**src/rtl/ca_pkg.sv**
```systemverilog
// Shared opcodes, mode-register addresses, FSM states, field encodings and
// reset defaults for the CA command decoder.
package ca_pkg;

  localparam int CA_W = 14;

  localparam logic [4:0] OPC_WR  = 5'b01101;
  localparam logic [4:0] OPC_MRW = 5'b00101;

  localparam logic [7:0] MA_MR0  = 8'd0;
  localparam logic [7:0] MA_MR8  = 8'd8;
  localparam logic [7:0] MA_MR50 = 8'd50;

  typedef enum logic [1:0] {IDLE, WR2, MRW2, SKIP2} state_e;

  // Burst-length mode as carried in MR0 OP[1:0]
  localparam logic [1:0] BLM_16      = 2'b00;
  localparam logic [1:0] BLM_BC8_OTF = 2'b01;
  localparam logic [1:0] BLM_32      = 2'b10;
  localparam logic [1:0] BLM_RSVD    = 2'b11;

  // Write preamble as carried in MR8 OP[4:3]
  localparam logic [1:0] PRE_RSVD = 2'b00;
  localparam logic [1:0] PRE_2CK  = 2'b01;
  localparam logic [1:0] PRE_3CK  = 2'b10;
  localparam logic [1:0] PRE_4CK  = 2'b11;

  localparam logic [5:0] DEF_BURST_LEN   = 6'd16;
  localparam logic [7:0] DEF_PRE_PATTERN = 8'b00000010;
  localparam logic [2:0] DEF_PRE_CYCLE   = 3'd2;
  localparam logic [1:0] DEF_POST_CYCLE  = 2'd1;

  localparam logic [1:0] DEF_SH_BL   = BLM_16;
  localparam logic [1:0] DEF_SH_PRE  = PRE_2CK;
  localparam logic       DEF_SH_POST = 1'b0;
  localparam logic       DEF_SH_CRC  = 1'b0;

  function automatic logic [7:0] pre_pattern_of(input logic [1:0] enc);
    case (enc)
      PRE_3CK: pre_pattern_of = 8'b00000100;
      PRE_4CK: pre_pattern_of = 8'b00001010;
      default: pre_pattern_of = 8'b00000010;
    endcase
  endfunction

  function automatic logic [2:0] pre_cycles_of(input logic [1:0] enc);
    case (enc)
      PRE_3CK: pre_cycles_of = 3'd3;
      PRE_4CK: pre_cycles_of = 3'd4;
      default: pre_cycles_of = 3'd2;
    endcase
  endfunction

  // BC8-OTF picks the length per write from the BL* bit of the command
  function automatic logic [5:0] burst_len_of(input logic [1:0] blm, input logic bl_star);
    case (blm)
      BLM_32:      burst_len_of = 6'd32;
      BLM_BC8_OTF: burst_len_of = bl_star ? 6'd16 : 6'd8;
      default:     burst_len_of = 6'd16;
    endcase
  endfunction

endpackage

```
**src/rtl/ca_delay_line.sv**
```systemverilog
// Fixed-depth register delay line; reset fills every stage with RST_VAL.
module ca_delay_line #(
  parameter int               WIDTH   = 8,
  parameter int               DEPTH   = 1,
  parameter logic [WIDTH-1:0] RST_VAL = '0
) (
  input  logic             i_clock,
  input  logic             i_reset,
  input  logic [WIDTH-1:0] i_data,
  output logic [WIDTH-1:0] o_data
);

  logic [WIDTH-1:0] r_pipe [DEPTH];

  always_ff @(posedge i_clock) begin
    if (!i_reset) begin
      for (int i = 0; i < DEPTH; i++) r_pipe[i] <= RST_VAL;
    end else begin
      r_pipe[0] <= i_data;
      for (int i = 1; i < DEPTH; i++) r_pipe[i] <= r_pipe[i-1];
    end
  end

  assign o_data = r_pipe[DEPTH-1];

endmodule

```
**src/rtl/ca_cmd_decoder.sv**
```systemverilog
// Two-cycle CA command decoder: delays CA/CS_n and tracks per-rank write mode
// registers. Define CMD_ERR_CHECK_EN to add the cmd_err protocol-error pulse.
module ca_cmd_decoder
  import ca_pkg::*;
#(
  parameter int NUM_RANK   = 1,
  parameter int CA_LATENCY = 1,
  localparam int RANK_W    = (NUM_RANK > 1) ? $clog2(NUM_RANK) : 1
) (
  input  logic                i_clock,
  input  logic                i_reset,
  input  logic                i_enable,
  input  logic [13:0]         dfi_address,
  input  logic [NUM_RANK-1:0] dfi_cs_n,
  output logic [NUM_RANK-1:0] CS_n,
  output logic [13:0]         CA,
  output logic                wr_valid,
  output logic [RANK_W-1:0]   wr_rank,
  output logic                wr_ap,
  output logic [5:0]          wr_burst_length,
  output logic                wr_crc_en,
  output logic [7:0]          pre_pattern,
  output logic [2:0]          pre_cycle,
`ifdef CMD_ERR_CHECK_EN
  output logic                cmd_err,
`endif
  output logic [1:0]          post_cycle
);

  logic [NUM_RANK-1:0] w_cs_n;
  logic [13:0]         w_ca;
  logic                w_cmd_sel;
  logic [NUM_RANK+13:0] w_pipe_out;

  // A disabled block looks exactly like a deselected bus to everything downstream
  assign w_cs_n    = i_enable ? dfi_cs_n : '1;
  assign w_ca      = i_enable ? dfi_address : '0;
  assign w_cmd_sel = ~&w_cs_n;

  ca_delay_line #(
    .WIDTH  (NUM_RANK + 14),
    .DEPTH  (CA_LATENCY),
    .RST_VAL({{NUM_RANK{1'b1}}, 14'd0})
  ) u_delay (
    .i_clock(i_clock),
    .i_reset(i_reset),
    .i_data ({w_cs_n, w_ca}),
    .o_data (w_pipe_out)
  );

  assign CS_n = w_pipe_out[NUM_RANK+13:14];
  assign CA   = w_pipe_out[13:0];

  state_e              r_state;
  logic [NUM_RANK-1:0] r_mask;
  logic [7:0]          r_ma;
  logic                r_bl_star;

  logic [1:0] r_sh_bl   [NUM_RANK];
  logic [1:0] r_sh_pre  [NUM_RANK];
  logic       r_sh_post [NUM_RANK];
  logic       r_sh_crc  [NUM_RANK];

  logic              w_one_rank;
  logic [RANK_W-1:0] w_rank_idx;
  logic [1:0]        w_sel_bl;
  logic [1:0]        w_sel_pre;
  logic              w_sel_post;
  logic              w_sel_crc;

  // Shadow fields of the (single) rank picked by the latched mask
  always_comb begin
    w_one_rank = ($countones(~r_mask) == 1);
    w_rank_idx = '0;
    w_sel_bl   = DEF_SH_BL;
    w_sel_pre  = DEF_SH_PRE;
    w_sel_post = DEF_SH_POST;
    w_sel_crc  = DEF_SH_CRC;
    for (int r = 0; r < NUM_RANK; r++) begin
      if (!r_mask[r]) begin
        w_rank_idx = RANK_W'(r);
        w_sel_bl   = r_sh_bl[r];
        w_sel_pre  = r_sh_pre[r];
        w_sel_post = r_sh_post[r];
        w_sel_crc  = r_sh_crc[r];
      end
    end
  end

  always_ff @(posedge i_clock) begin
    if (!i_reset) begin
      r_state         <= IDLE;
      r_mask          <= '1;
      r_ma            <= '0;
      r_bl_star       <= 1'b0;
      wr_valid        <= 1'b0;
      wr_rank         <= '0;
      wr_ap           <= 1'b0;
      wr_burst_length <= DEF_BURST_LEN;
      wr_crc_en       <= 1'b0;
      pre_pattern     <= DEF_PRE_PATTERN;
      pre_cycle       <= DEF_PRE_CYCLE;
      post_cycle      <= DEF_POST_CYCLE;
      for (int r = 0; r < NUM_RANK; r++) begin
        r_sh_bl[r]   <= DEF_SH_BL;
        r_sh_pre[r]  <= DEF_SH_PRE;
        r_sh_post[r] <= DEF_SH_POST;
        r_sh_crc[r]  <= DEF_SH_CRC;
      end
    end else begin
      wr_valid <= 1'b0;
      case (r_state)
        IDLE: begin
          if (w_cmd_sel) begin
            r_mask    <= w_cs_n;
            r_ma      <= w_ca[12:5];
            r_bl_star <= w_ca[5];
            if (w_ca[4:0] == OPC_WR)       r_state <= WR2;
            else if (w_ca[4:0] == OPC_MRW) r_state <= MRW2;
            else if (!w_ca[1])             r_state <= SKIP2;
          end
        end
        WR2: begin
          r_state <= IDLE;
          if (w_one_rank) begin
            wr_valid        <= 1'b1;
            wr_rank         <= w_rank_idx;
            wr_ap           <= ~w_ca[10];
            wr_burst_length <= burst_len_of(w_sel_bl, r_bl_star);
            wr_crc_en       <= w_sel_crc;
            pre_pattern     <= pre_pattern_of(w_sel_pre);
            pre_cycle       <= pre_cycles_of(w_sel_pre);
            post_cycle      <= w_sel_post ? 2'd2 : 2'd1;
          end
        end
        MRW2: begin
          r_state <= IDLE;
          for (int r = 0; r < NUM_RANK; r++) begin
            if (!r_mask[r]) begin
              case (r_ma)
                MA_MR0: if (w_ca[1:0] != BLM_RSVD) r_sh_bl[r] <= w_ca[1:0];
                MA_MR8: begin
                  if (w_ca[4:3] != PRE_RSVD) r_sh_pre[r] <= w_ca[4:3];
                  r_sh_post[r] <= w_ca[7];
                end
                MA_MR50: r_sh_crc[r] <= w_ca[2];
                default: ;
              endcase
            end
          end
        end
        default: r_state <= IDLE;
      endcase
    end
  end

`ifdef CMD_ERR_CHECK_EN
  logic w_err;

  always_comb begin
    w_err = 1'b0;
    if (r_state != IDLE && w_cmd_sel) w_err = 1'b1;
    if (r_state == WR2 && !w_one_rank) w_err = 1'b1;
    if (r_state == MRW2 && r_ma == MA_MR0 && w_ca[1:0] == BLM_RSVD) w_err = 1'b1;
    if (r_state == MRW2 && r_ma == MA_MR8 && w_ca[4:3] == PRE_RSVD) w_err = 1'b1;
  end

  always_ff @(posedge i_clock) begin
    if (!i_reset) cmd_err <= 1'b0;
    else          cmd_err <= w_err;
  end
`endif

endmodule

```
**config.mk**
```make
export PLATFORM = sky130hd
export DESIGN_NAME = ca_cmd_decoder
export DESIGN_NICKNAME = d
export VERILOG_FILES = /design/src/rtl/ca_pkg.sv /design/src/rtl/ca_delay_line.sv /design/src/rtl/ca_cmd_decoder.sv
export SDC_FILE = /design/constraint.sdc
export NUM_CORES = 1
export LEC_CHECK = 0
export ABC_AREA = 1
export CORE_MARGIN = 1.5
export CORE_UTILIZATION = 39
export CTS_CLUSTER_DIAMETER = 200
export DETAILED_ROUTE_END_ITERATION = 10
export DONT_BUFFER_PORTS = 1
export SLEW_MARGIN = 10
export SYNTH_ARGS = -nofsm -noshare
export SYNTH_HDL_FRONTEND = slang
export SYNTH_SLANG_ARGS = --single-unit
```
**constraint.sdc**
```tcl
create_clock -name i_clock -period 2.3 [get_ports i_clock]
set_input_delay 0.345 -clock i_clock [delete_from_list [all_inputs] [get_ports i_clock]]
set_output_delay 0.345 -clock i_clock [all_outputs]
set_load 0.005 [all_outputs]
```
==> Word-level counts from Yosys, hierarchy flattened <==
Memory sizes are Yosys's and may differ from the RTL's. A register that Yosys moved wholly into a read port is not among the register bits.
Cells that the tools add are included.
{ "op_classes": {"add_sub_neg": 0, "multipliers": 0, "n_div": 0, "magnitude_cmp": 0, "n_eq_ne": 12, "shift": 0, "n_mux": 48, "bitwise_logic": 3, "reduce_logical": 14} }
{ "op_table": {"columns": ["operator", "count"], "rows": [
  ["$mux W1", 34],
  ["$mux W2", 8],
  ["$mux W15", 1],
  ["$reduce_or A15 Y1", 1],
  ["$mux W14", 1],
  ["$pmux W6 S2", 1],
  ["$reduce_and A2 Y1", 5],
  ["$eq A2 B2 Y1 const B", 4],
  ["$eq A8 B4 Y1 const B", 1],
  ["$eq A8 B6 Y1 const B", 1],
  ["$logic_not A8 Y1", 1],
  ["$pmux W4 S2", 1],
  ["$pmux W3 S2", 1],
  ["$eq A5 B3 Y1 const B", 1],
  ["$eq A5 B4 Y1 const B", 1],
  ["$mux W5", 1],
  ["$eq A2 B1 Y1 const B", 2],
  ["$reduce_or A2 Y1", 2],
  ["$ne A3 B1 Y1 const B", 1],
  ["$not A1 Y1", 3],
  ["$logic_not A2 Y1", 1],
  ["$ne A2 B2 Y1 const B", 1],
  ["$reduce_bool A2 Y1", 1],
  ["$reduce_or A1 Y1", 2],
  ["$logic_not A1 Y1", 1]
]} }
{ "word_totals": {"reg_bits": 33, "latch_bits": 0, "mem_bits_rw": 21, "mem_bits_ro": 0, "elab_cells": 92, "n_memories": 5} }
{ "mem_list": {"columns": ["name", "depth", "word_bits", "rd", "rd_ports_with_merged_regs", "wr", "line_no", "text"], "rows": [
  ["u_delay.r_pipe", 1, 15, 1, 0, 1, "ca_delay_line.sv:13", "logic [WIDTH-1:0] r_pipe [DEPTH];"],
  ["r_sh_bl", 1, 2, 1, 0, 1, "ca_cmd_decoder.sv:59", "logic [1:0] r_sh_bl [NUM_RANK];"],
  ["r_sh_pre", 1, 2, 1, 0, 1, "ca_cmd_decoder.sv:60", "logic [1:0] r_sh_pre [NUM_RANK];"],
  ["r_sh_crc", 1, 1, 1, 1, 1, "ca_cmd_decoder.sv:62", "logic r_sh_crc [NUM_RANK];"],
  ["r_sh_post", 1, 1, 1, 0, 1, "ca_cmd_decoder.sv:61", "logic r_sh_post [NUM_RANK];"]
]} }

==> Depth between registers and ports, before layout <==
Gate-level depths: netlist of run 1.
{ "logic_depth": {"word_depth": 10, "ltp_mapped": 8, "depth_no_buf": 8} }

==> Cells and area by module <==
From an unflattened synthesis of run 1, not the netlist that was laid out.
{ "hier_totals": {"hier_cells": 234, "area_unflattened_um2": 1885.6} }
{ "by_module_without_submodules": {"columns": ["mod", "n_inst", "cells_per_inst", "area_each_um2", "seq_area_each_um2"], "rows": [
  ["ca_cmd_decoder", 1, 188, 1461.4, 640.6],
  ["ca_delay_line", 1, 46, 424.2, 300.3]
]} }

==> Least setup slack after synthesis of run 1 <==
OpenSTA, ideal clock, no wires.
{ "synth_path": {"kind": "register -> register", "startpoint": "register r_state[0]", "endpoint": "memory r_sh_bl[0][0] (enable)", "setup_time_ns": 0.297, "arrival_time_ns": 0.817, "required_ns": 2.003, "setup_slack_ns": 1.187, "path_stages_with_launch": 6, "synth_period_minus_slack_ns": 1.113, "path_cell_list": "dfxtp_1 -> inv_1 -> nand3_1 -> nor2_2 -> nand3_1 -> nand2_1"} }
{ "synth_via": {"elab_chain_cells": 6} }
{ "synth_lines": {"columns": ["element", "line_no", "text"], "rows": [
  ["start, declared", "ca_cmd_decoder.sv:54", "state_e r_state;"],
  ["start signal, assigned", "ca_cmd_decoder.sv:92", "r_state <= IDLE;"],
  ["start signal, assigned", "ca_cmd_decoder.sv:118", "if (w_ca[4:0] == OPC_WR) r_state <= WR2;"],
  ["start signal, assigned", "ca_cmd_decoder.sv:119", "else if (w_ca[4:0] == OPC_MRW) r_state <= MRW2;"],
  ["$eq A2 B2 Y1 *", "ca_cmd_decoder.sv:112", "case (r_state)"],
  ["$mux W1 *", "ca_cmd_decoder.sv:112", null],
  ["$mux W1 *", "ca_cmd_decoder.sv:91", "if (!i_reset) begin"],
  ["$mux W1 (implied by the code) *", "ca_cmd_decoder.sv:141", "MA_MR0: if (w_ca[1:0] != BLM_RSVD) r_sh_bl[r] <= w_ca[1:0];"],
  ["$reduce_or A2 Y1 (no source line)", null, null],
  ["$mux W1 (no source line) *", null, null],
  ["end, declared", "ca_cmd_decoder.sv:59", null]
]} }
Every way passes the cells marked *; elsewhere a longest branch is shown, timed or not.

==> Worst setup path after layout of run 1 <==
{ "layout_path": {"startpoint": "register r_state[0]", "endpoint": "memory r_sh_bl[0][1] (enable)"} }
The elaborated chain is that of the path after synthesis.

==> flow_metrics.py, run 1 <==
metrics = {
    "status": {
        "status": "completed",
    },
    "routing": {
        "final_antenna_net_count": 0,
        "dr.pass1.iters": 4,
        "viasPerCell": 4.61,
        "drtIter0Drc": 43,
        "vias": 1231,
        "wl_per_cell_um": 12.3,
        "drc_errors": 0,
        "drt-total-wl_um": 3280,
    },
    "layout": {
        "final_nets": 235,
        "antenna_cells": 0,
        "final_cells": 267,
        "areaGrowthSynthToFinish_pct": 3.76,
        "drive_above_1_share_pct": 7.44,
        "final_common_cell": "nor2_1",
        "layout_common_cells": "nor2_1 (45), nand2_1 (38), dfxtp_1 (38), inv_1 (25), o21ai_0 (11)",
    },
    "power": {
        "max-vdd-ir-drop_mv": 0.227,
        "leakage_uw": 0.000798,
        "powerDensity_nw_per_um2": 746,
    },
    "critical_path": {
        "critPathArrivalTime_ps": 1250,
        "r2r_cells": 5,
        "cp.required_ps": 2310,
        "reg2reg_slack_ps": 1060,
        "endpoint_kind": "register",
        "rr_startpoint": "r_state[0]",
        "critPathKind": "reg2reg",
        "start_kind": "register",
        "r2r-end": "r_sh_bl[0][1]",
        "crit_path_max_fanout": 4,
    },
    "clock_tree": {
        "cts_made_buffers": 5,
        "post_cts.repair.setup_buffers": 0,
        "insertion_delay_ps": 290,
        "cts-root-buf": "clkbuf_8",
        "cts_tree": "built",
        "cts.clk_slew.worst_paths_ps": 80,
        "clk_path_buf_depth": 2,
        "hold_buffers": 0,
        "cts_sinks": 44,
        "post_cts_resized": 0,
        "h-tree-depth": 2,
    },
    "timing": {
        "fmax_mhz": 805,
        "report.final.slew_viol_count": 0,
        "period_needed_ps": 1240,
        "hold_viol": 0,
        "finalSetupViolations": 0,
        "hold_ws_ps": 130,
        "clock_skew_ps": 6.91,
        "final.setup.tns_ps": 0,
        "rsz0062_at_grt": "false",
        "finalCritPeriodShare_pct": 54.0,
        "setup_ws_ps": 1060,
    },
    "grt": {
        "grt_pass1_vias": 1162,
        "grt_overflow_total": 0,
        "grt_max_degree": 21,
        "antenna_found_initial": 0,
        "grt_pass1_wl_um": 5460,
        "grt_use_total_pct": 14.3,
    },
    "place": {
        "gp_congestion": 0.852,
        "dp_hpwl_um": 2430,
        "io_buffer_count": 0,
        "post-place-ws_ps": 1050,
        "placedCellCount": 259,
    },
    "min_path": {
        "hp-class": "in2reg",
        "min_from": "i_reset",
        "whs_endpoint": "post_cycle[0]",
        "hold_depth": 1,
    },
    "die": {
        "num_io_pins": 56,
        "std_cell_rows": 24,
        "die_w_um": 70.2,
        "coreArea_um2": 4350,
        "dieArea_um2": 4930,
        "initial_utilization_pct": 40.5,
        "die_height_um": 70.2,
    },
    "synth": {
        "yosysUniqueCellTypes": 24,
        "syn_inst": 214,
        "ys_ff_latch": 44,
        "syn_area_per_cell_um2": 8.24,
        "synthesis.area_um2": 1760,
        "ys_warn_count": 0,
        "ys_seq_area_share_pct": 53.4,
    },
    "run": {
        "drv_cap": 0,
    },
}
-- area by class of cell --
class	count	area, µm²
Clock buffer	7	76.3
Clock inverter	1	8.76
Fill cell	444	2520
Inverter	28	105
Multi-Input combinational cell	135	633
Sequential cell	44	941
Tap cell	52	65.1
-- how the worst max path moves through the flow --
stage,slack [ps],start,cells after the start,endpoint
floorplan,1190,r_state[0],5,r_sh_bl[0][0]
global placement,1050,r_state[0],5,r_sh_bl[0][1]
detailed placement,1050,r_state[0],5,r_sh_bl[0][0]
CTS,1030,r_state[0],5,r_sh_bl[0][1]
global route,910,r_ma[0],5,r_sh_bl[0][0]
finish,1060,r_state[0],5,r_sh_bl[0][1]
-- report_power, final --
part	internal [µW]	switching (µW)
registers	804	15.5
logic	25.3	53.8
clock network	217	250
-- Yosys cell counts --
cell       n  area (µm²)
nand2_2    1        6.26
buf_2      1        5.00
nand3_4    1        17.5
ha_1       3        37.5
nand2_1   38         143
nand3_2    1        10.0
buf_4     13        97.6
nand4_1    3        18.8
conb_1     1        3.75
o21a_1     1        7.51
o211ai_1   2        15.0
and2_1     2        12.5
buf_6      1        11.3
dfxtp_1   38         761
o21ai_0   11        55.1
nor2_2     2        12.5
nor2_1    45         169
nand3b_1   1        7.51
inv_2      3        11.3
nor2_4     2        22.5
edfxtp_1   6         180
inv_1     25        93.8
nand3_1    6        30.0
a21oi_1    7        35.0
-- logic make-up after synthesis --
group | Yosys count | share of synthesized area [%]
fa+ha+maj | 3 | 2.13
compound gates | 21 | 6.39
simple gates | 102 | 25.5
buf+inv | 43 | 12.4
other cells | 1 | 0.213
flops | 44 | 53.4
-- metal layers --
layer | up-vias | track usage (%) | part of all wire [%]
li1 | 639 | - | -
met1 | 540 | 17.9 | 44
met2 | 50 | 21.1 | 46
met3 | 2 | 7.65 | 9.4
met4 | 0 | 4.49 | 0.31
met5 | - | 0 | 0
-- stage by stage --
| step | area (µm²) | util, % | power [µW] |
|---|---|---|---|
| 2_1_floorplan | 1790 | - | 916 |
| 3_3_place_gp | 1740 | 40.1 | 917 |
| 3_5_place_dp | 1740 | 40.1 | 917 |
| 4_1_cts | 1830 | 42.0 | 1380 |
| 5_1_grt | 1830 | 42.0 | 1440 |
| 6_report | 1830 | 42.0 | 1370 |
-- critical path: stages (launching register included) --
cell	delay (ps)
dfxtp_1	360
inv_1	70
nand3_1	100
nor2_2	160
nand3_1	150
nand2_1	130
-- state kept, by name, indices dropped and copies added, names as in the netlist --
register	flops
wr_valid	1
pre_cycle	2
pre_pattern	2
wr_burst_length	3
r_sh_bl	2
r_sh_post	1
r_ma	8
post_cycle	2
r_sh_pre	2
wr_ap	1
u_delay.r_pipe	15
r_state	2
r_sh_crc	1
r_mask	1
wr_crc_en	1
Note: power is estimated with default switching activity, not from simulation.
==> run 2, diff against run 1 <==
- clock period: 2.3 -> 1.15 ns (I/O delays scaled with it)
==> run 2 against run 1 <==
  * Register-to-register slack worse by 1100 ps
  * First-iteration DRC count is 26% lower
  * Die area stayed put
  * Clock skew is 1.0 ps higher
  * Global-route usage is 1.0 points higher
  * Sequential power is 100% higher
  * Final area is 21% higher
  * Non-clock buffer count is 22 higher
  * Critical path type unchanged
  * Critical endpoint unchanged
  * Highest routed layer unchanged
==> flow_metrics.py, run 2 (synthesized netlist as in run 1, its figures left out) <==
metrics = {
    "status": {
        "status": "completed",
    },
    "run": {
        "drv_cap": 0,
    },
    "critical_path": {
        "reg2reg_slack_ps": 5,
        "critPathArrivalTime_ps": 1170,
        "cpPeakStageDelay_ps": 320,
        "worstSetupEndpoint": "r_sh_bl[0][1]",
        "r2r-end": "r_sh_bl[0][1]",
        "setup.worst_path.start": "r_ma[5]",
        "rr_startpoint": "r_ma[5]",
        "r2r_cells": 5,
        "cp.required_ps": 1180,
        "endpoint_kind": "register",
        "critPathKind": "reg2reg",
        "path_cells": "nor2_1 -> nand2_2 -> nor2_2 -> nand3_2 -> nand2_2",
        "crit_top_cell": "nand2_2",
        "critPathSlowestCell": "dfxtp_1",
        "start_kind": "register",
        "crit_path_max_fanout": 2,
    },
    "die": {
        "std_cell_rows": 24,
        "die_w_um": 70.2,
        "dieArea_um2": 4930,
        "initial_utilization_pct": 40.5,
        "die_height_um": 70.2,
        "coreArea_um2": 4350,
        "num_io_pins": 56,
    },
    "power": {
        "leakage_uw": 0.000929,
        "pwr-share-seq_pct": 53.6,
        "power.internal_uw": 2360,
        "comb_power_share_pct": 8.3,
        "switching_power_uw": 713,
        "powerDensity_nw_per_um2": 1390,
        "p_sw_share_pct": 23.2,
        "max-vdd-ir-drop_mv": 0.674,
        "p_clk_share_pct": 38.2,
    },
    "layout": {
        "fill_cells": 431,
        "largest_register_ffs": 15,
        "final_common_cell": "nor2_1",
        "areaGrowthSynthToFinish_pct": 25.1,
        "drive_above_1_share_pct": 25.3,
        "final_cells": 289,
        "layout_common_cells": "nor2_1 (39), dfxtp_1 (32), nand2_1 (31), inv_1 (20)",
        "top_regs": "u_delay.r_pipe x15, r_ma x8, wr_burst_length x3",
        "top_register": "u_delay.r_pipe",
        "final_nets": 257,
        "antenna_cells": 0,
    },
    "routing": {
        "drc_errors": 0,
        "drtIter0Drc": 32,
        "dr.pass1.iters": 4,
        "viasPerCell": 4.55,
        "vias": 1315,
        "drt-total-wl_um": 3740,
        "wl_per_cell_um": 13.0,
        "final_antenna_net_count": 0,
    },
    "clock_tree": {
        "cts_made_buffers": 5,
        "clk_path_buf_depth": 2,
        "insertion_delay_ps": 300,
        "cts_tree": "built",
        "cts-root-buf": "clkbuf_8",
        "cts.clk_slew.worst_paths_ps": 80,
        "h-tree-depth": 2,
        "cts_sinks": 44,
    },
    "grt": {
        "met2_usage_pct": 23.2,
        "grt_max_degree": 14,
        "global_route.usage.met1_pct": 18.7,
        "grt_overflow_total": 0,
        "grt_pass1_wl_um": 5730,
        "busiest_layer": "met2",
        "met3_usage_pct": 6.78,
        "antenna_found_initial": 0,
        "grt_pass1_vias": 1255,
        "grt_use_total_pct": 15.3,
    },
    "min_path": {
        "hp-class": "in2reg",
    },
    "timing": {
        "report.final.slew_viol_count": 0,
        "finalSetupViolations": 0,
        "period_needed_ps": 1150,
        "clock_skew_ps": 7.94,
        "finalCritPeriodShare_pct": 99.6,
        "rsz0062_at_grt": "true",
        "hold_viol": 0,
        "fmax_mhz": 873,
        "hold_ws_ps": 3.15,
    },
    "place": {
        "io_buffer_count": 0,
        "dp_hpwl_um": 2400,
        "placedCellCount": 266,
        "gp_congestion": 0.820,
    },
}
run 2: through the flow:
stage | setup TNS, ps | setup WS [ps] | total power (µW) | utilization (%) | area (µm²)
after floorplan | 0 | 36.5 | 1830 | - | 1790
after global placement | -97.6 | -48.8 | 1850 | 41.3 | 1800
after detailed placement | -180 | -61.4 | 1850 | 41.3 | 1800
after CTS | 0 | 1.00 | 3060 | 47.1 | 2050
after global routing | -242 | -43.9 | 3180 | 50.6 | 2200
final | 0 | 4.64 | 3070 | 50.6 | 2200
run 2: how the worst min path moves through the flow:
stage                    start               endpoint  slack [ps]  cells past startpoint
2_1_floorplan  dfi_address[11]  u_delay.r_pipe[0][11]         280                      2
3_3_place_gp           i_reset          post_cycle[0]         250                      1
3_5_place_dp           i_reset          post_cycle[0]         250                      1
4_1_cts                i_reset                r_ma[2]           5                      2
5_1_grt                i_reset         pre_pattern[3]           2                      1
6_report               i_reset                r_ma[2]           3                      2
run 2: power groups by stage:
stage	combinational, µW	sequential [µW]	clock, µW
3_5_place_dp	174	1670	0
3_3_place_gp	172	1670	0
4_1_cts	218	1640	1200
2_1_floorplan	166	1670	0
6_report	254	1650	1170
5_1_grt	284	1650	1250
run 2: area by class of cell:
type | instances | area, µm² | share of cell area [%]
Sequential cell | 44 | 951 | 43.1
Multi-Input combinational cell | 135 | 763 | 34.6
Timing Repair Buffer | 22 | 201 | 9.14
Inverter | 28 | 116 | 5.28
Clock buffer | 6 | 72.6 | 3.29
Tap cell | 52 | 65.1 | 2.95
Clock inverter | 2 | 35.0 | 1.59
run 2: critical path: cells and delay by family, from the launching register on:
family / cells / cell delay, ps
flops: 1 / 320
simple gates: 5 / 560
run 2: repair_timing:
action,4_1_cts,5_1_grt
pin swaps,4,19
setup endpoints to repair,9,22
buffers inserted,2,3
hold buffers,10,0
endpoints found under the hold margin,19,0
gates resized for setup,12,37
run 2: per-layer routing:
| layer | part of all wire, % | vias to the layer above | wire, µm |
|---|---|---|---|
| met5 | 0 | - | 0 |
| met3 | 8.0 | 7 | 299 |
| met1 | 44 | 583 | 1640 |
| met4 | 1.7 | 0 | 64 |
| li1 | - | 682 | - |
| met2 | 46 | 43 | 1740 |
==> variant 1, RTL diff (config.mk and constraints of run 2) <==
The option `CMD_ERR_CHECK_EN` is turned on by a define.
--- a/src/rtl/ca_cmd_decoder.sv
+++ b/src/rtl/ca_cmd_decoder.sv
@@ -1,4 +1,6 @@
 // Two-cycle CA command decoder: delays CA/CS_n and tracks per-rank write mode
 // registers. Define CMD_ERR_CHECK_EN to add the cmd_err protocol-error pulse.
+`define CMD_ERR_CHECK_EN
+
 module ca_cmd_decoder
   import ca_pkg::*;
Formal check against the unedited RTL (old outputs only; new: cmd_err): equivalent (Yosys induction, for registers that start in step).
==> variant 1 against run 2 <==
Critical path type unchanged; highest routed layer unchanged; power is 2.0% higher; global-route usage up 0.23 points; routed wire length down 1.4%; the run now ends with negative setup slack left; largest power group unchanged; sequential cell count is 1 higher; critical endpoint is now r_sh_pre[0][0]; synthesized area down 0.71%; fmax shrank 6.5%; combinational power rose by 19%; utilization is 1.1 points higher; worst setup slack worse by 0.080 ns; worst hold slack gained 0.0063 ns; final area increased by 1.4%.
==> variant 1: results (changes against run 2) <==
met2 WL=1810 um (was 1740 um); setup bufs post-CTS=7 (was 2); setup TNS=-0.662 ns (was 0 ns); Via density=4.73 (was 4.55); CP peak stage delay=0.34 ns (was 0.32 ns); DR WL met3=198 um (was 299 um); worst hold endpoint=u_delay.r_pipe[0][11] (was r_ma[2]); leak pwr=0.967 nW (was 0.929 nW); post-cts resize count=14 (was 12); maximum VDD drop=796 uV (was 674 uV); CP startpoint=r_ma[1] (was r_ma[5]); input/output buffers=0 (unchanged); setup violators final=15 (was 0); nets=243 (was 257); H-tree depth=2 (unchanged); WHS=0.00946 ns (was 0.00315 ns); post-synthesis sequential area ratio=54.9% (was 53.4%); CP max stage cell=dfxtp_2 (was dfxtp_1); cts hold-fix bufs=6 (was 10); top post-synthesis cells by area=dfxtp_1, edfxtp_1, nor2_1 (unchanged); placed cell count=255 (was 266); Critical path destination=r_sh_pre[0][0] (was r_sh_bl[0][1]); total track usage=15.6% (was 15.3%); synth warn=0 (unchanged); Mean Syn Cell Area=8.80 um2 (was 8.24 um2); Final Skew=0.00798 ns (was 0.00794 ns); violated checks=negative setup slack; M1 WL=1610 um (was 1640 um); Final WS setup=-0.0754 ns (was 0.00464 ns); crit path DAT=1.27 ns (was 1.17 ns); Area Overhead vs Synth=27.7% (was 25.1%); WL final=3690 um (was 3740 um); placer's final routability congestion estimate=0.851 (was 0.820); Yosys cell types=29 (was 24); Max FO, Critical Path=4 (was 2); min-delay src=dfi_address[11] (was i_reset); DPL Wire Length=2420 um (was 2400 um); run status=finished with violations (was finished, final reports clean); post-layout util=51.7% (was 50.6%); Post-Place Cell Area=1840 um2 (was 1800 um2); most common library cells after synthesis=dfxtp_1, nor2_1, nand2_1 (was nor2_1, dfxtp_1, nand2_1); met3 Usage GRT=5.34% (was 6.78%); GR Util met1=19.1% (was 18.7%); Setup WS pre-CTS=-0.0901 ns (was -0.0614 ns); DR iter-0 viols=25 (was 32); met2 Resource Use GR=24.8% (was 23.2%); share of cells above drive strength 1=31.9% (was 25.3%); pin count of the biggest net entering global routing=20 (was 14); fillcell total=454 (was 431); first-pass GRT wire length=5920 um (was 5730 um); top flop regs=u_delay.r_pipe x15, r_ma x8 (was u_delay.r_pipe x15, r_ma x8, wr_burst_length x3)
variant 1: area by class of cell:
class,count,area share (%)
Clock buffer,7,4.81
Clock inverter,1,0.280
Inverter,27,4.87
Multi-Input combinational cell,118,31.4
Sequential cell,45,43.4
Tap cell,52,2.91
Timing Repair Buffer,28,12.4
variant 1: cells by family (layout without fill, tap and decap cells):
logic type | Yosys count | in the layout | synth area share (%)
compound gates | 33 | 33 | 12.2
buf+inv | 44 | 63 | 13.0
flops | 45 | 45 | 54.9
other cells | 1 | 9 | 0.214
simple gates | 76 | 76 | 19.7
variant 1: critical path: cells and delay by family, from the launching register on:
family	cells	cell delay (ns)
AND/OR/NAND/NOR	5	0.63
flip-flops	1	0.34
variant 1: power by group:
group / switching, mW / leakage, nW / internal [mW]
Combinational: 0.166 / 0.526 / 0.135
Sequential: 0.0399 / 0.380 / 1.65
Clock: 0.529 / 0.0599 / 0.621
==> variant 2, RTL diff (settings of run 2) <==
Made on the original files. Register the input `dfi_address` before use, with the module's reset. The logic sees it one clock later. The other inputs are not delayed to match.
--- a/src/rtl/ca_cmd_decoder.sv
+++ b/src/rtl/ca_cmd_decoder.sv
@@ -28,4 +28,14 @@
 );
 
+  logic [13:0] dfi_address_q;
+
+  always_ff @(posedge i_clock) begin
+    if (!i_reset) begin
+      dfi_address_q <= '0;
+    end else begin
+      dfi_address_q <= dfi_address;
+    end
+  end
+
   logic [NUM_RANK-1:0] w_cs_n;
   logic [13:0]         w_ca;
@@ -35,5 +45,5 @@
   // A disabled block looks exactly like a deselected bus to everything downstream
   assign w_cs_n    = i_enable ? dfi_cs_n : '1;
-  assign w_ca      = i_enable ? dfi_address : '0;
+  assign w_ca      = i_enable ? dfi_address_q : '0;
   assign w_cmd_sel = ~&w_cs_n;
 
Formal check against the unedited RTL: not equivalent (Yosys sat finds a counterexample within 4 cycles, from zero or initial values and one cycle with i_reset low).
==> variant 2 against run 2 <==
Power grew 46%; utilization grew 0.92 points; worst hold slack gained 0.019 ns; the flow now finishes with violations (negative setup slack); worst setup slack lost 0.0051 ns; sequential cell count grew 14; routed wire length grew 20%; synthesized area grew 24%; sequential power grew 32%; largest cell class unchanged; final area grew 27%; critical endpoint is now r_sh_bl[0][0]; critical path depth is the same.
==> variant 2: results (changes against run 2) <==
CP peak stage delay=0.34 ns (was 0.32 ns); leak pwr=1.30 nW (was 0.929 nW); Post-synth ARST share=0% (unchanged); maximum VDD drop=932 uV (was 674 uV); input/output buffers=0 (unchanged); Setup WS pre-CTS=-0.109 ns (was -0.0614 ns); run status=finished with violations (was finished, final reports clean); share of cells above drive strength 1=24.7% (was 25.3%); top post-synthesis cells by area=dfxtp_1, edfxtp_1, nand2_1 (was dfxtp_1, edfxtp_1, nor2_1); nets=311 (was 257); Post-synth EDFFs=6 (unchanged); post-synthesis sequential area ratio=56.0% (was 53.4%); Max FO, Critical Path=4 (was 2); Final WS setup=-0.000479 ns (was 0.00464 ns); initial antenna violation count=0 (unchanged); violated checks=negative setup slack; H-tree depth=3 (was 2); Clock Pin Slew Worst Setup and Hold Paths=0.07 ns; Yosys cell types=27 (was 24); setup violators final=2 (was 0); WL final=4510 um (was 3740 um); CTS max path bufs=2 (unchanged); most common library cells after synthesis=dfxtp_1, nand2_1, inv_1, nor2_1 (was nor2_1, dfxtp_1, nand2_1); Root Buffer=clkbuf_8 (unchanged); DPL Wire Length=2920 um (was 2400 um); Final Skew=0.00705 ns (was 0.00794 ns); pin count of the biggest net entering global routing=37 (was 14); total CTS buffers=9 (was 5); synth warn=0 (unchanged); top flop regs=u_delay.r_pipe x15, dfi_address_q x14, r_ma x8 (was u_delay.r_pipe x15, r_ma x8, wr_burst_length x3); Pre-antenna DRT Iters=4 (unchanged); ANT cells=0 (unchanged); placer's final routability congestion estimate=0.808 (was 0.820); Via Count=1625 (was 1315); total track usage=16.3% (was 15.3%); worst skew pair latency=0.34 ns (was 0.30 ns); crit path DAT=1.21 ns (was 1.17 ns); via count of the first global-routing pass=1692 (was 1255); first-pass GRT wire length=7340 um (was 5730 um); Post-Place Cell Area=2280 um2 (was 1800 um2); CP max stage cell=dfxtp_2 (was dfxtp_1); min-delay worst type=in -> reg (unchanged); DR iter-0 viols=32 (unchanged)
## variant 2: cell count changes after synthesis, sizes merged, moves of 2 or more
cell	delta
nand2	+5
inv	+14
dfxtp	+14
nor2	-3
o21ai	+5
a21oi	+5
and2	-2
o211ai	-2
## variant 2: path summary, 6_finish.rpt
path	start	to	slack, ns	cells after the start
hold reg to reg	dfi_address_q[13]	u_delay.r_pipe[0][13]	0.42	2
hold / removal	i_enable	u_delay.r_pipe[0][4]	0.02	2
setup / recovery	r_mask	r_sh_bl[0][0]	-0.0005	5
setup reg to reg	r_mask	r_sh_bl[0][0]	-0.0005	5
## variant 2: cells by family after synthesis
group	count (synthesis)	share of synthesized area, %
AO/OA/AOI/OAI	28	6.77
adder cells (fa/ha/maj)	3	1.72
buffers and inverters	59	13.0
flip-flops	58	56.0
other	1	0.172
AND/OR/NAND/NOR	105	22.4
## variant 2: layout make-up
class	count	area (um2)
fill	526	2640
sequential	58	1230
multi-input combinational	145	778
timing repair buffer	33	310
clock buffer	14	215
inverter	42	165
tap	72	90.1
clock inverter	2	11.3
timing repair inverter	1	5.00
## variant 2: stage by stage
step / utilization (%) / setup TNS (ns) / instances
after detailed placement: 41.8 / -0.366 / 330
after global placement: 41.8 / -0.155 / 330
after global routing: 51.6 / -0.400 / 367
after floorplan: - / 0 / 262
after CTS: 50.2 / -0.0726 / 365
final: 51.6 / -0.000869 / 367
## variant 2: where the power goes
group          leakage [nW]  switching, mW  total, mW  internal [mW]
Clock                 0.119          0.776       1.99           1.22
Combinational         0.693          0.187      0.337          0.150
Sequential            0.486         0.0486       2.17           2.12
## variant 2: critical path, delay by kind of cell, from the launching register on
kind | cells | cell delay [ns]
buffers and inverters | 1 | 0.09
flip-flops | 1 | 0.34
AND/OR/NAND/NOR | 4 | 0.44
## variant 2: timing repair
action	4_1_cts	5_1_grt
cloned	0	1
setup endpoints to repair	10	18
resized for setup	11	28
pin swaps	2	12
hold buffers	17	1
endpoints found under the hold margin	38	3
setup buffers	2	0
## variant 2: routing by layer
layer / track usage (%) / routed length, um
met5: 0 / 0
met4: 6.00 / 71
met3: 8.71 / 323
met2: 28.7 / 2280
met1: 16.1 / 1830
